<file path="src/rtl/aes_byte_ctrl.sv">
// Byte-serial front end for the AES-256 core: gathers a 256-bit key and 128-bit blocks, runs the core, streams the result out.
// Latency: core_start is high the cycle after the 16th block byte; result byte 0 is valid the cycle after core_done.
// Backpressure: in_ready drops outside LOAD_KEY/LOAD_DATA (and on a re-key request); out_data/out_valid hold until out_ready.
module aes_byte_ctrl #(
  parameter int KEY_BYTES = 32,
  parameter int BLK_BYTES = 16,
  parameter int TIMEOUT   = 255
) (
  input  logic         Clk,
  input  logic         Rst,
  input  logic         in_valid,
  input  logic [7:0]   in_data,
  output logic         in_ready,
  input  logic         new_key,
  output logic [255:0] key_out,
  output logic         key_valid,
  output logic [127:0] block_out,
  output logic         core_start,
  input  logic         core_done,
  input  logic [127:0] core_result,
  output logic         out_valid,
  output logic [7:0]   out_data,
  input  logic         out_ready,
  output logic         busy,
  output logic         err
);

  typedef enum logic [2:0] {
    ST_LOAD_KEY,
    ST_LOAD_DATA,
    ST_START,
    ST_WAIT,
    ST_SEND
  } state_t;

  localparam logic [5:0] KEY_LAST    = 6'(KEY_BYTES - 1);
  localparam logic [5:0] BLK_LAST    = 6'(BLK_BYTES - 1);
  localparam logic [7:0] TIMEOUT_CNT = 8'(TIMEOUT);

  state_t       state;
  logic [5:0]   cnt;
  logic [7:0]   timer;
  logic [127:0] out_shift;

  logic key_acc;
  logic blk_acc;
  logic rekey;
  logic key_last;
  logic blk_last;
  logic done_hit;
  logic tmo_hit;
  logic out_acc;
  logic send_last;

  // The low byte of the shift register is always the byte on offer.
  assign out_data = out_shift[7:0];

  // Input acceptance: open while loading, closed while a re-key is pending at a block boundary.
  always_comb begin
    in_ready = 1'b0;
    case (state)
      ST_LOAD_KEY:  in_ready = 1'b1;
      ST_LOAD_DATA: in_ready = !(new_key && (cnt == 6'd0));
      default:      in_ready = 1'b0;
    endcase
  end

  // Event decode shared by the FSM and the datapath registers.
  assign key_acc   = (state == ST_LOAD_KEY) && in_valid;
  assign blk_acc   = (state == ST_LOAD_DATA) && in_valid && in_ready;
  assign rekey     = (state == ST_LOAD_DATA) && new_key && (cnt == 6'd0);
  assign key_last  = key_acc && (cnt == KEY_LAST);
  assign blk_last  = blk_acc && (cnt == BLK_LAST);
  assign done_hit  = (state == ST_WAIT) && core_done;
  assign tmo_hit   = (state == ST_WAIT) && !core_done && (timer == TIMEOUT_CNT);
  assign out_acc   = (state == ST_SEND) && out_ready;
  assign send_last = out_acc && (cnt == BLK_LAST);

  // Byte counter: cleared explicitly at every terminal count so it never wraps.
  always_ff @(posedge Clk or negedge Rst) begin
    if (!Rst) begin
      cnt <= 6'd0;
    end else if (key_last || blk_last || done_hit || tmo_hit || send_last) begin
      cnt <= 6'd0;
    end else if (key_acc || blk_acc || out_acc) begin
      cnt <= cnt + 6'd1;
    end
  end

  // Key assembly: byte n lands at bits [8n+7:8n]; the key persists until overwritten by a reload.
  always_ff @(posedge Clk or negedge Rst) begin
    if (!Rst) begin
      key_out <= '0;
    end else if (key_acc) begin
      key_out[{cnt[4:0], 3'b000} +: 8] <= in_data;
    end
  end

  // Block assembly: holds from START until the next block byte is written.
  always_ff @(posedge Clk or negedge Rst) begin
    if (!Rst) begin
      block_out <= '0;
    end else if (blk_acc) begin
      block_out[{cnt[3:0], 3'b000} +: 8] <= in_data;
    end
  end

  // Result shift register: captures the ciphertext on done and shifts one byte per accepted output.
  always_ff @(posedge Clk or negedge Rst) begin
    if (!Rst) begin
      out_shift <= '0;
    end else if (done_hit) begin
      out_shift <= core_result;
    end else if (out_acc) begin
      out_shift <= {8'h00, out_shift[127:8]};
    end
  end

  // Wait timer: zeroed in START, counts every WAIT cycle without done until the abort point.
  always_ff @(posedge Clk or negedge Rst) begin
    if (!Rst) begin
      timer <= 8'd0;
    end else if (state == ST_START) begin
      timer <= 8'd0;
    end else if ((state == ST_WAIT) && !core_done && !tmo_hit) begin
      timer <= timer + 8'd1;
    end
  end

  // Sequencer with registered handshake and status outputs.
  always_ff @(posedge Clk or negedge Rst) begin
    if (!Rst) begin
      state      <= ST_LOAD_KEY;
      key_valid  <= 1'b0;
      core_start <= 1'b0;
      out_valid  <= 1'b0;
      busy       <= 1'b0;
      err        <= 1'b0;
    end else begin
      case (state)
        ST_LOAD_KEY: begin
          if (key_last) begin
            key_valid <= 1'b1;
            state     <= ST_LOAD_DATA;
          end
        end
        ST_LOAD_DATA: begin
          if (rekey) begin
            key_valid <= 1'b0;
            state     <= ST_LOAD_KEY;
          end else if (blk_last) begin
            core_start <= 1'b1;
            busy       <= 1'b1;
            state      <= ST_START;
          end
        end
        ST_START: begin
          core_start <= 1'b0;
          state      <= ST_WAIT;
        end
        ST_WAIT: begin
          if (done_hit) begin
            out_valid <= 1'b1;
            state     <= ST_SEND;
          end else if (tmo_hit) begin
            err   <= 1'b1;
            busy  <= 1'b0;
            state <= ST_LOAD_DATA;
          end
        end
        ST_SEND: begin
          if (send_last) begin
            out_valid <= 1'b0;
            busy      <= 1'b0;
            state     <= ST_LOAD_DATA;
          end
        end
        default: begin
          state <= ST_LOAD_KEY;
        end
      endcase
    end
  end

endmodule

</file>
<file path="config.mk">
export PLATFORM = sky130hd
export DESIGN_NAME = aes_byte_ctrl
export DESIGN_NICKNAME = d
export VERILOG_FILES = /design/src/rtl/aes_byte_ctrl.sv
export SDC_FILE = /design/constraint.sdc
export NUM_CORES = 1
export LEC_CHECK = 0
export BUFFER_PORTS_ARGS = -buffer_cell sky130_fd_sc_hd__buf_2
export CORE_AREA = 2 2 212 214
export DETAILED_ROUTE_END_ITERATION = 16
export DIE_AREA = 0 0 214 216
export PLACE_DENSITY = 0.78
export SLEW_MARGIN = 40
export SYNTH_ARGS = -nofsm -noshare
export SYNTH_HDL_FRONTEND = slang
export SYNTH_SLANG_ARGS = --single-unit
export TNS_END_PERCENT = 30
</file>
<file path="constraint.sdc">
create_clock -name Clk -period 5.12 [get_ports Clk]
set_input_delay 0.768 -clock Clk [delete_from_list [all_inputs] [get_ports Clk]]
set_output_delay 0.768 -clock Clk [all_outputs]
set_load 0.05 [all_outputs]
</file>
Yosys cells after proc, flatten, opt, wreduce, memory -nomap -nowiden
Cells that the tools add are included.
Operators by class
  equal/unequal tests: 17
  div/mod/pow operators: 0
  shift operators: 4
  multiplexer cells: 28
  $mul: 0
  reductions and logical operators: 38
  add/subtract/negate cells: 4
  bitwise logic cells: 1
  order comparisons: 0
Operator list (number)
  $bwmux W256: 1
  $mux W128: 2
  $shift A8 B10 Y256 const A: 1
  $shiftx A8 B10 Y256: 1
  $bwmux W128: 1
  $shift A8 B9 Y128 const A: 1
  $shiftx A8 B9 Y128: 1
  $mux W3: 6
  $mux W8: 2
  $ne A2 B2 Y1 const B: 8
  $pmux W3 S5: 1
  $logic_and A1 B1 Y1: 14
  $mux W6: 2
  $reduce_and A3 Y1: 4
  $reduce_bool A2 Y1: 6
  $neg A8 Y10: 1
  $neg A7 Y9: 1
  $add A8 B1 Y8 const B: 1
  $eq A8 B8 Y1 const B: 1
  $mux W1: 8
  $pmux W1 S2: 4
  $add A6 B1 Y6 const B: 1
  $eq A3 B2 Y1 const B: 2
  $eq A6 B4 Y1 const B: 1
  13 further kinds: 21
Storage, ports and cells
  input port bits: 142
  memories: 0
  bits in writable memories: 0
  latch bits: 0
  flip-flop bits (word level): 534
  bits in read-only memories: 0
  word-level logic and storage cells: 103

Logic depth before layout (Yosys ltp)
Gate-level depths: netlist (run 1).
  word-level depth: 11
  gate-level depth with buffers: 11
  gate-level depth less buffers: 7

Worst setup path before layout (run 1)
No wires, ideal clock.
  path kind: register to output
  start point: reg cnt[1]
  end point: out in_ready
  arrival: 2502 ps
  buffers on the path: 1
  slack: 1850 ps
  stages on the path, launching flop included: 7
  data required time: 4352 ps
  cell sequence: dfrtp_1 -> buf_2 -> inv_1 -> ha_1 -> nor3b_2 -> and3_1 -> a211oi_1
Between the ends
  longest elaborated chain between the ends: 4
Ends and longest elaborated chain
  start: declaration: RTL line 41  | logic [5:0] cnt;
  start signal: assignment: RTL line 86  | cnt <= cnt + 6'd1;
  $logic_not A6 Y1: RTL line 63  | ST_LOAD_DATA: in_ready = !(new_key && (cnt == 6'd0));
  $logic_and A1 B1 Y1: RTL line 63
  $logic_not A1 Y1: RTL line 63
  $pmux W1 S2: RTL line 61  | case (state)
  end: declaration: RTL line 13  | output logic in_ready,
No other way between the ends.

Worst setup path after layout (run 1)
  start point: reg cnt[0]
  end point: out in_ready
The elaborated chain is that of the path after synthesis.

==> results of run 1 <==
area by class of cell:
type                    count  area share
flip-flops and latches    534       0.486
diodes                      4    0.000364
clock inverters            15     0.00687
clock buffers              77      0.0571
well taps                 592      0.0269
repair buffers            554       0.106
multi-input cells        1132       0.316
inverters                   9     0.00123
cell families after synthesis:
kind of cell,Yosys count,share of synthesized area
compound gates,220,0.0585
flops,534,0.594
xor+xnor,18,0.00901
simple gates,450,0.0968
mux,438,0.215
buf+inv,106,0.0232
fa+ha+maj,6,0.00334
registers in the layout, indices dropped and copies added (netlist names):
signal,count
cnt,6
core_start,1
block_out,128
out_valid,1
timer,8
key_valid,1
out_shift,128
busy,1
key_out,256
state,3
err,1
worst min-delay path by stage:
| stage | from | endpoint | slack (ns) | cells past startpoint |
|---|---|---|---|---|
| floorplan | out_shift[112]$_DFFE_PN0P_ | out_shift[112]$_DFFE_PN0P_ | 0.45 | 2 |
| global placement | err$_DFFE_PN0P_ | err$_DFFE_PN0P_ | 0.45 | 1 |
| finish | Rst | block_out[74]$_DFFE_PN0P_ | 0.03 | 1 |
| global route | Rst | block_out[45]$_DFFE_PN0P_ | 0.02 | 1 |
| CTS | Rst | block_out[45]$_DFFE_PN0P_ | 0.25 | 1 |
| detailed placement | out_valid$_DFFE_PN0P_ | out_valid$_DFFE_PN0P_ | 0.46 | 2 |
routing by layer:
layer / wire length (µm) / vias to the layer above
met1: 25200 / 8200
met3: 4830 / 168
met4: 2950 / 6
met2: 32900 / 680
met5: 41 / -
li1: - / 7211
layout by cell type (no fill, tap or decap), types with 18 or more instances in the layout:
master / n
sky130_fd_sc_hd__mux2i_1: 100
sky130_fd_sc_hd__nand2_1: 221
sky130_fd_sc_hd__nor2_1: 87
sky130_fd_sc_hd__buf_2: 538
sky130_fd_sc_hd__dfrtp_1: 533
sky130_fd_sc_hd__o21ai_0: 138
sky130_fd_sc_hd__and3_1: 18
sky130_fd_sc_hd__clkbuf_16: 55
sky130_fd_sc_hd__nand3_1: 20
sky130_fd_sc_hd__mux2_2: 322
worst max-delay path, cell delays in order (launching register included):
cell and delay (ns):
sky130_fd_sc_hd__dfrtp_1 0.36, sky130_fd_sc_hd__buf_4 0.23, sky130_fd_sc_hd__inv_1 0.21, sky130_fd_sc_hd__ha_1 0.66, sky130_fd_sc_hd__nor3b_2 0.51, sky130_fd_sc_hd__and3_1 0.30
sky130_fd_sc_hd__a211oi_1 0.09, sky130_fd_sc_hd__buf_2 0.27
power by group through the flow:
| stage | Clock, mW | Combinational, mW | Sequential, mW |
|---|---|---|---|
| 6_report | 3.93 | 7.71 | 6.04 |
| 4_1_cts | 3.99 | 7.71 | 6.02 |
| 5_1_grt | 4.15 | 8.02 | 6.16 |
| 3_5_place_dp | 0 | 7.69 | 6.08 |
| 3_3_place_gp | 0 | 7.53 | 6.01 |
| 2_1_floorplan | 0 | 2.44 | 9.20 |
stage by stage:
stage,total power [mW],std cells
floorplan,11.6,1772
global placement,13.5,2818
detailed placement,13.8,2819
CTS,17.7,2911
global route,18.3,2914
finish,17.7,2917
==> reports/metrics.json, run 1 <==
{
  "result_of_the_run": "finished, final reports clean",
  "finalClockSkew_ns": 0.0194,
  "fin_area_um2": 27500,
  "area.growth.synth_to_final_pct": 22.3,
  "post-synth-top-area-cell": "sky130_fd_sc_hd__dfrtp_1",
  "synth_seq_area_share": 0.594,
  "min_period_over_period": 0.782,
  "insertion_delay_ns": 0.61,
  "post_cts_resize_count": 0,
  "cts.root.buffer_cell": "sky130_fd_sc_hd__clkbuf_16",
  "share_of_power_burned_in_combinational_logic": 0.436,
  "ff2ff_setup_slack_ns": 1.56,
  "cts.hold.buffers_added": 0,
  "number_of_enable_flip_flop_cells_after_synthesis": 0,
  "finish.net_count": 2433,
  "post_synth_most_frequent_cells": "sky130_fd_sc_hd__dfrtp_1 (534), sky130_fd_sc_hd__mux2_2 (322), sky130_fd_sc_hd__nand2_1 (221)",
  "largest_net_degree_at_the_start_of_global_routing": 170,
  "distinct_cell_type_count_of_the_synthesized_netlist": 68,
  "detailed_placement_hpwl_mm": 47.8,
  "final_period_minus_worst_setup_slack_ns": 4.01,
  "clockPowerShare": 0.222,
  "tns_ns": 0,
  "dieWidth_um": 214,
  "finish.utilization": 0.627,
  "place_congestion": 0.865,
  "final_layout_size_suffix_gt1_frac": 0.449,
  "cellInternalPower_mw": 9.48,
  "multi_input_comb_area_um2": 8680,
  "maxSlewHeadroom": 0.419,
  "drt_first_pass_iters": 5,
  "hp-class": "primary input to async pin",
  "viasPerCell": 5.58,
  "globalRouteOverflowTotal": 0,
  "grt_most_used_layer": "met2",
  "max_slew.worst_pin.slew_ns": 0.872,
  "cts.sinks": 534,
  "setup-violations-final": 0,
  "synthesis.area_per_instance_um2": 12.7,
  "place_ws_ns": 1.64,
  "cts.reportedPaths.clkPinSlew_ns": 0.06,
  "route.detailed.wl_per_inst_um": 22.6,
  "placed_cell_area_um2": 25700,
  "final_max_slew_viol_count": 0,
  "yosys_most_used_dff": "sky130_fd_sc_hd__dfrtp_1",
  "start_util": 0.513,
  "criticalPathCategory": "flop to output port",
  "die_h_um": 216,
  "flip_flop_and_latch_count_after_synthesis": 534,
  "grt_antenna_before_repair": 6,
  "timing.critical_path.to": "in_ready",
  "synthesis.instances": 1772,
  "design.die.area_um2": 46200,
  "grt_setup_unrepaired": "false",
  "seq_power_share": 0.342,
  "buffers_inserted_during_post_cts_setup_optimization": 0,
  "power.leakage_nw": 15.1,
  "fillerInstances": 3415,
  "grt_util_all_layers": 0.284,
  "detail_route.iter0.violations": 1330,
  "most_frequent_cell_after_synthesis": "sky130_fd_sc_hd__dfrtp_1",
  "power_per_cell_area_nw_per_um2": 643,
  "row_count": 77,
  "grt_use_met3": 0.0734,
  "asyncSetResetFlopFracSynth": 1.00,
  "yosys-top-cells-area": "sky130_fd_sc_hd__dfrtp_1 (59%), sky130_fd_sc_hd__mux2_2 (16%), sky130_fd_sc_hd__mux2i_1 (4.5%)",
  "net_count_of_the_mapped_netlist": 1920,
  "use_met2": 0.478,
  "placeable_core_area_um2": 43800,
  "worst_r2r_path_depth": 8,
  "synth_top_area_share": 0.594,
  "worst_setup_path_start_kind": "flop",
  "timing.rr.start": "cnt[0]$_DFFE_PN0P_",
  "worstSetupStartpoint": "cnt[0]$_DFFE_PN0P_",
  "maxCapViolCount": 0,
  "post-route-drc-count": 0,
  "detailroute.via_count": 16300,
  "worst-endpoint-required_ns": 4.35,
  "port_buffers": 539,
  "r2r-end": "key_out[87]$_DFFE_PN0P_",
  "via_count_of_the_first_global_routing_pass": 16800,
  "cts.path.max_buffers": 3,
  "drtAntennaViolNets": 0,
  "netSwitchingFraction": 0.464,
  "yosysWarningCount": 0,
  "h-tree-depth": 2,
  "timing.fmax_mhz": 250,
  "top_level_ports": 540,
  "report.final.hold_viol_count": 0,
  "critical_path.max_fanout": 32,
  "fin_worst_hold_slack_ns": 0.0332,
  "p_sw_mw": 8.20,
  "timing.final.ws_setup_ns": 1.12,
  "max-vdd-ir-drop_uv": 392,
  "grt_pass1_wl_mm": 101,
  "met1_usage": 0.345,
  "cts_buffer_count": 54,
  "layout.area.seq_um2": 13400,
  "synth.cell_area_um2": 22500,
  "tritoncts": "built",
  "route.final.wire_length_mm": 65.9,
  "worst_ep_arrival_time_ns": 3.24,
  "critical_path.endpoint_type": "output port"
}
Power figures use the tool's default switching activity.
==> run 2, diff against run 1 <==
Settings changed: CORE_AREA 2 2 212 214 to unset, CORE_MARGIN set to 1, CORE_UTILIZATION set to 49, DIE_AREA 0 0 214 216 to unset.
Clock period 5.12 ns to 3.61 ns, I/O delays scaled along.
==> run 2 against run 1 <==
Hold slack improved by 0.11 ns. Critical path depth shrank 1. Sequential power is 43% higher. Clock skew down 0.0046 ns. Largest cell class unchanged. Largest power group unchanged. Worst setup slack worse by 0.88 ns. Die area up 1.1%.
==> reports/metrics.json, run 2 (same netlist as run 1, synthesis figures left out) <==
{
  "final_max_slew_viol_count": 0,
  "critPathMaxStageDelay_ns": 0.65,
  "cts_buffer_count": 54,
  "grt_setup_unrepaired": "false",
  "design.die.area_um2": 46800,
  "hp-class": "primary input to flop",
  "reg_top3": "key_out: 256 flops, block_out: 128 flops, out_shift: 128 flops",
  "maxCapViolCount": 0,
  "h-tree-depth": 2,
  "via_count_of_the_first_global_routing_pass": 16700,
  "max-vdd-ir-drop_uv": 766,
  "largest_reg_flops": 256,
  "detailroute.via_count": 16400,
  "grt_antenna_before_repair": 7,
  "drt_first_pass_iters": 5,
  "top_level_ports": 540,
  "grt_pass1_wl_mm": 101,
  "power_per_cell_area_nw_per_um2": 904,
  "power.leakage_nw": 15.2,
  "insertion_delay_ns": 0.59,
  "worst-endpoint-required_ns": 3.07,
  "result_of_the_run": "finished, final reports clean",
  "placeable_core_area_um2": 45300,
  "row_count": 78,
  "critical_path.max_fanout": 14,
  "report.final.hold_viol_count": 0,
  "fin_worst_hold_slack_ns": 0.140,
  "viasPerCell": 5.56,
  "dieWidth_um": 216,
  "cts.path.max_buffers": 3,
  "setup-violations-final": 0,
  "most_common_cell_after_layout_fill_and_taps_aside": "sky130_fd_sc_hd__buf_2",
  "fin_area_um2": 27600,
  "critical_path.endpoint_type": "output port",
  "place_congestion": 0.884,
  "worst_ep_arrival_time_ns": 2.83,
  "registers.top_by_ff_count": "key_out",
  "drt-met1-wl_mm": 25.9,
  "grt_util_all_layers": 0.284,
  "final_period_minus_worst_setup_slack_ns": 3.37,
  "detail_route.iter0.violations": 1477,
  "finalClockSkew_ns": 0.0148,
  "place_ws_ns": 0.507,
  "top_layer_used": "met5",
  "port_buffers": 539,
  "area.growth.synth_to_final_pct": 22.9,
  "maxSlewHeadroom": 0.455,
  "timing.final.ws_setup_ns": 0.239,
  "placed_cell_area_um2": 25900,
  "route.final.wire_length_mm": 66.9,
  "cts.sinks": 534,
  "crit_chain": "inv_1, ha_1, nor3b_2, and3_1, a211oi_1, buf_12",
  "drtAntennaViolNets": 0,
  "timing.fmax_mhz": 297,
  "largest_net_degree_at_the_start_of_global_routing": 218,
  "start_util": 0.497,
  "cts.reportedPaths.clkPinSlew_ns": 0.06,
  "detailed_placement_hpwl_mm": 48.9,
  "die_h_um": 216,
  "dr_wl_met2_mm": 33.8,
  "max_slew.worst_pin.slew_ns": 0.815,
  "worst_setup_path_start_kind": "flop",
  "min_period_over_period": 0.934,
  "final_layout_size_suffix_gt1_frac": 0.453,
  "final_cell_mix": "sky130_fd_sc_hd__buf_2 (537), sky130_fd_sc_hd__dfrtp_1 (533), sky130_fd_sc_hd__mux2_2 (322)",
  "globalRouteOverflowTotal": 0,
  "tritoncts": "built",
  "tns_ns": 0,
  "cts.root.buffer_cell": "sky130_fd_sc_hd__clkbuf_16",
  "finish.net_count": 2456,
  "cp_slowest_cell": "sky130_fd_sc_hd__dfrtp_1",
  "criticalPathCategory": "flop to output port",
  "route.detailed.wl_per_inst_um": 22.7,
  "post-route-drc-count": 0,
  "met3WireLength_mm": 4.54
}
run 2: final cells by class:
| cell class | instances | area (µm²) |
|---|---|---|
| Fill cell | 3580 | 17600 |
| Sequential cell | 534 | 13400 |
| Multi-Input combinational cell | 1132 | 8670 |
| Timing Repair Buffer | 577 | 3120 |
| Clock buffer | 79 | 1570 |
| Tap cell | 600 | 751 |
| Clock inverter | 18 | 141 |
| Inverter | 9 | 33.8 |
| Antenna cell | 2 | 5.00 |
run 2: stage by stage:
stage	utilization	cells	power, mW
after global routing	0.610	2950	25.9
after CTS	0.609	2947	25.1
final	0.610	2951	25.0
after detailed placement	0.572	2850	19.6
after global placement	0.571	2850	19.3
after floorplan	-	1772	16.5
run 2: what timing repair did:
item / in CTS / in global routing
gates resized for setup: 0 / 0
hold endpoints to repair: 0 / 27
hold buffers: 0 / 1
buffers inserted: 0 / 0
run 2: power breakdown:
group	switching (mW)	internal, mW
clock network	2.31	3.08
registers	1.07	7.54
logic	8.22	2.77
run 2: path summary, 6_finish.rpt:
kind / startpoint / end / slack (ns) / cells past startpoint
min in group asynchronous: Rst / key_out[196]$_DFFE_PN0P_ / 0.40 / 2
hold reg to reg: block_out[6]$_DFFE_PN0P_ / block_out[6]$_DFFE_PN0P_ / 0.47 / 2
setup reg to reg: cnt[1]$_DFFE_PN0P_ / key_out[29]$_DFFE_PN0P_ / 0.43 / 8
hold / removal: core_result[121] / out_shift[121]$_DFFE_PN0P_ / 0.14 / 3
max in group asynchronous: Rst / key_out[159]$_DFFE_PN0P_ / 1.95 / 5
setup / recovery: cnt[1]$_DFFE_PN0P_ / in_ready / 0.24 / 6
run 2: metal layers:
| layer | track usage | vias to the layer above |
|---|---|---|
| met5 | 0 | - |
| met1 | 0.351 | 8284 |
| met3 | 0.0602 | 158 |
| li1 | - | 7257 |
| met2 | 0.485 | 716 |
| met4 | 0.112 | 6 |
run 2: critical path: cells and delay by family, from the launching register on:
family / cells / cell delay, ns
AO/OA/AOI/OAI: 1 / 0.40
flip-flops: 1 / 0.65
AND/OR/NAND/NOR: 2 / 0.49
adder cells (fa/ha/maj): 1 / 0.32
buffers and inverters: 2 / 0.38
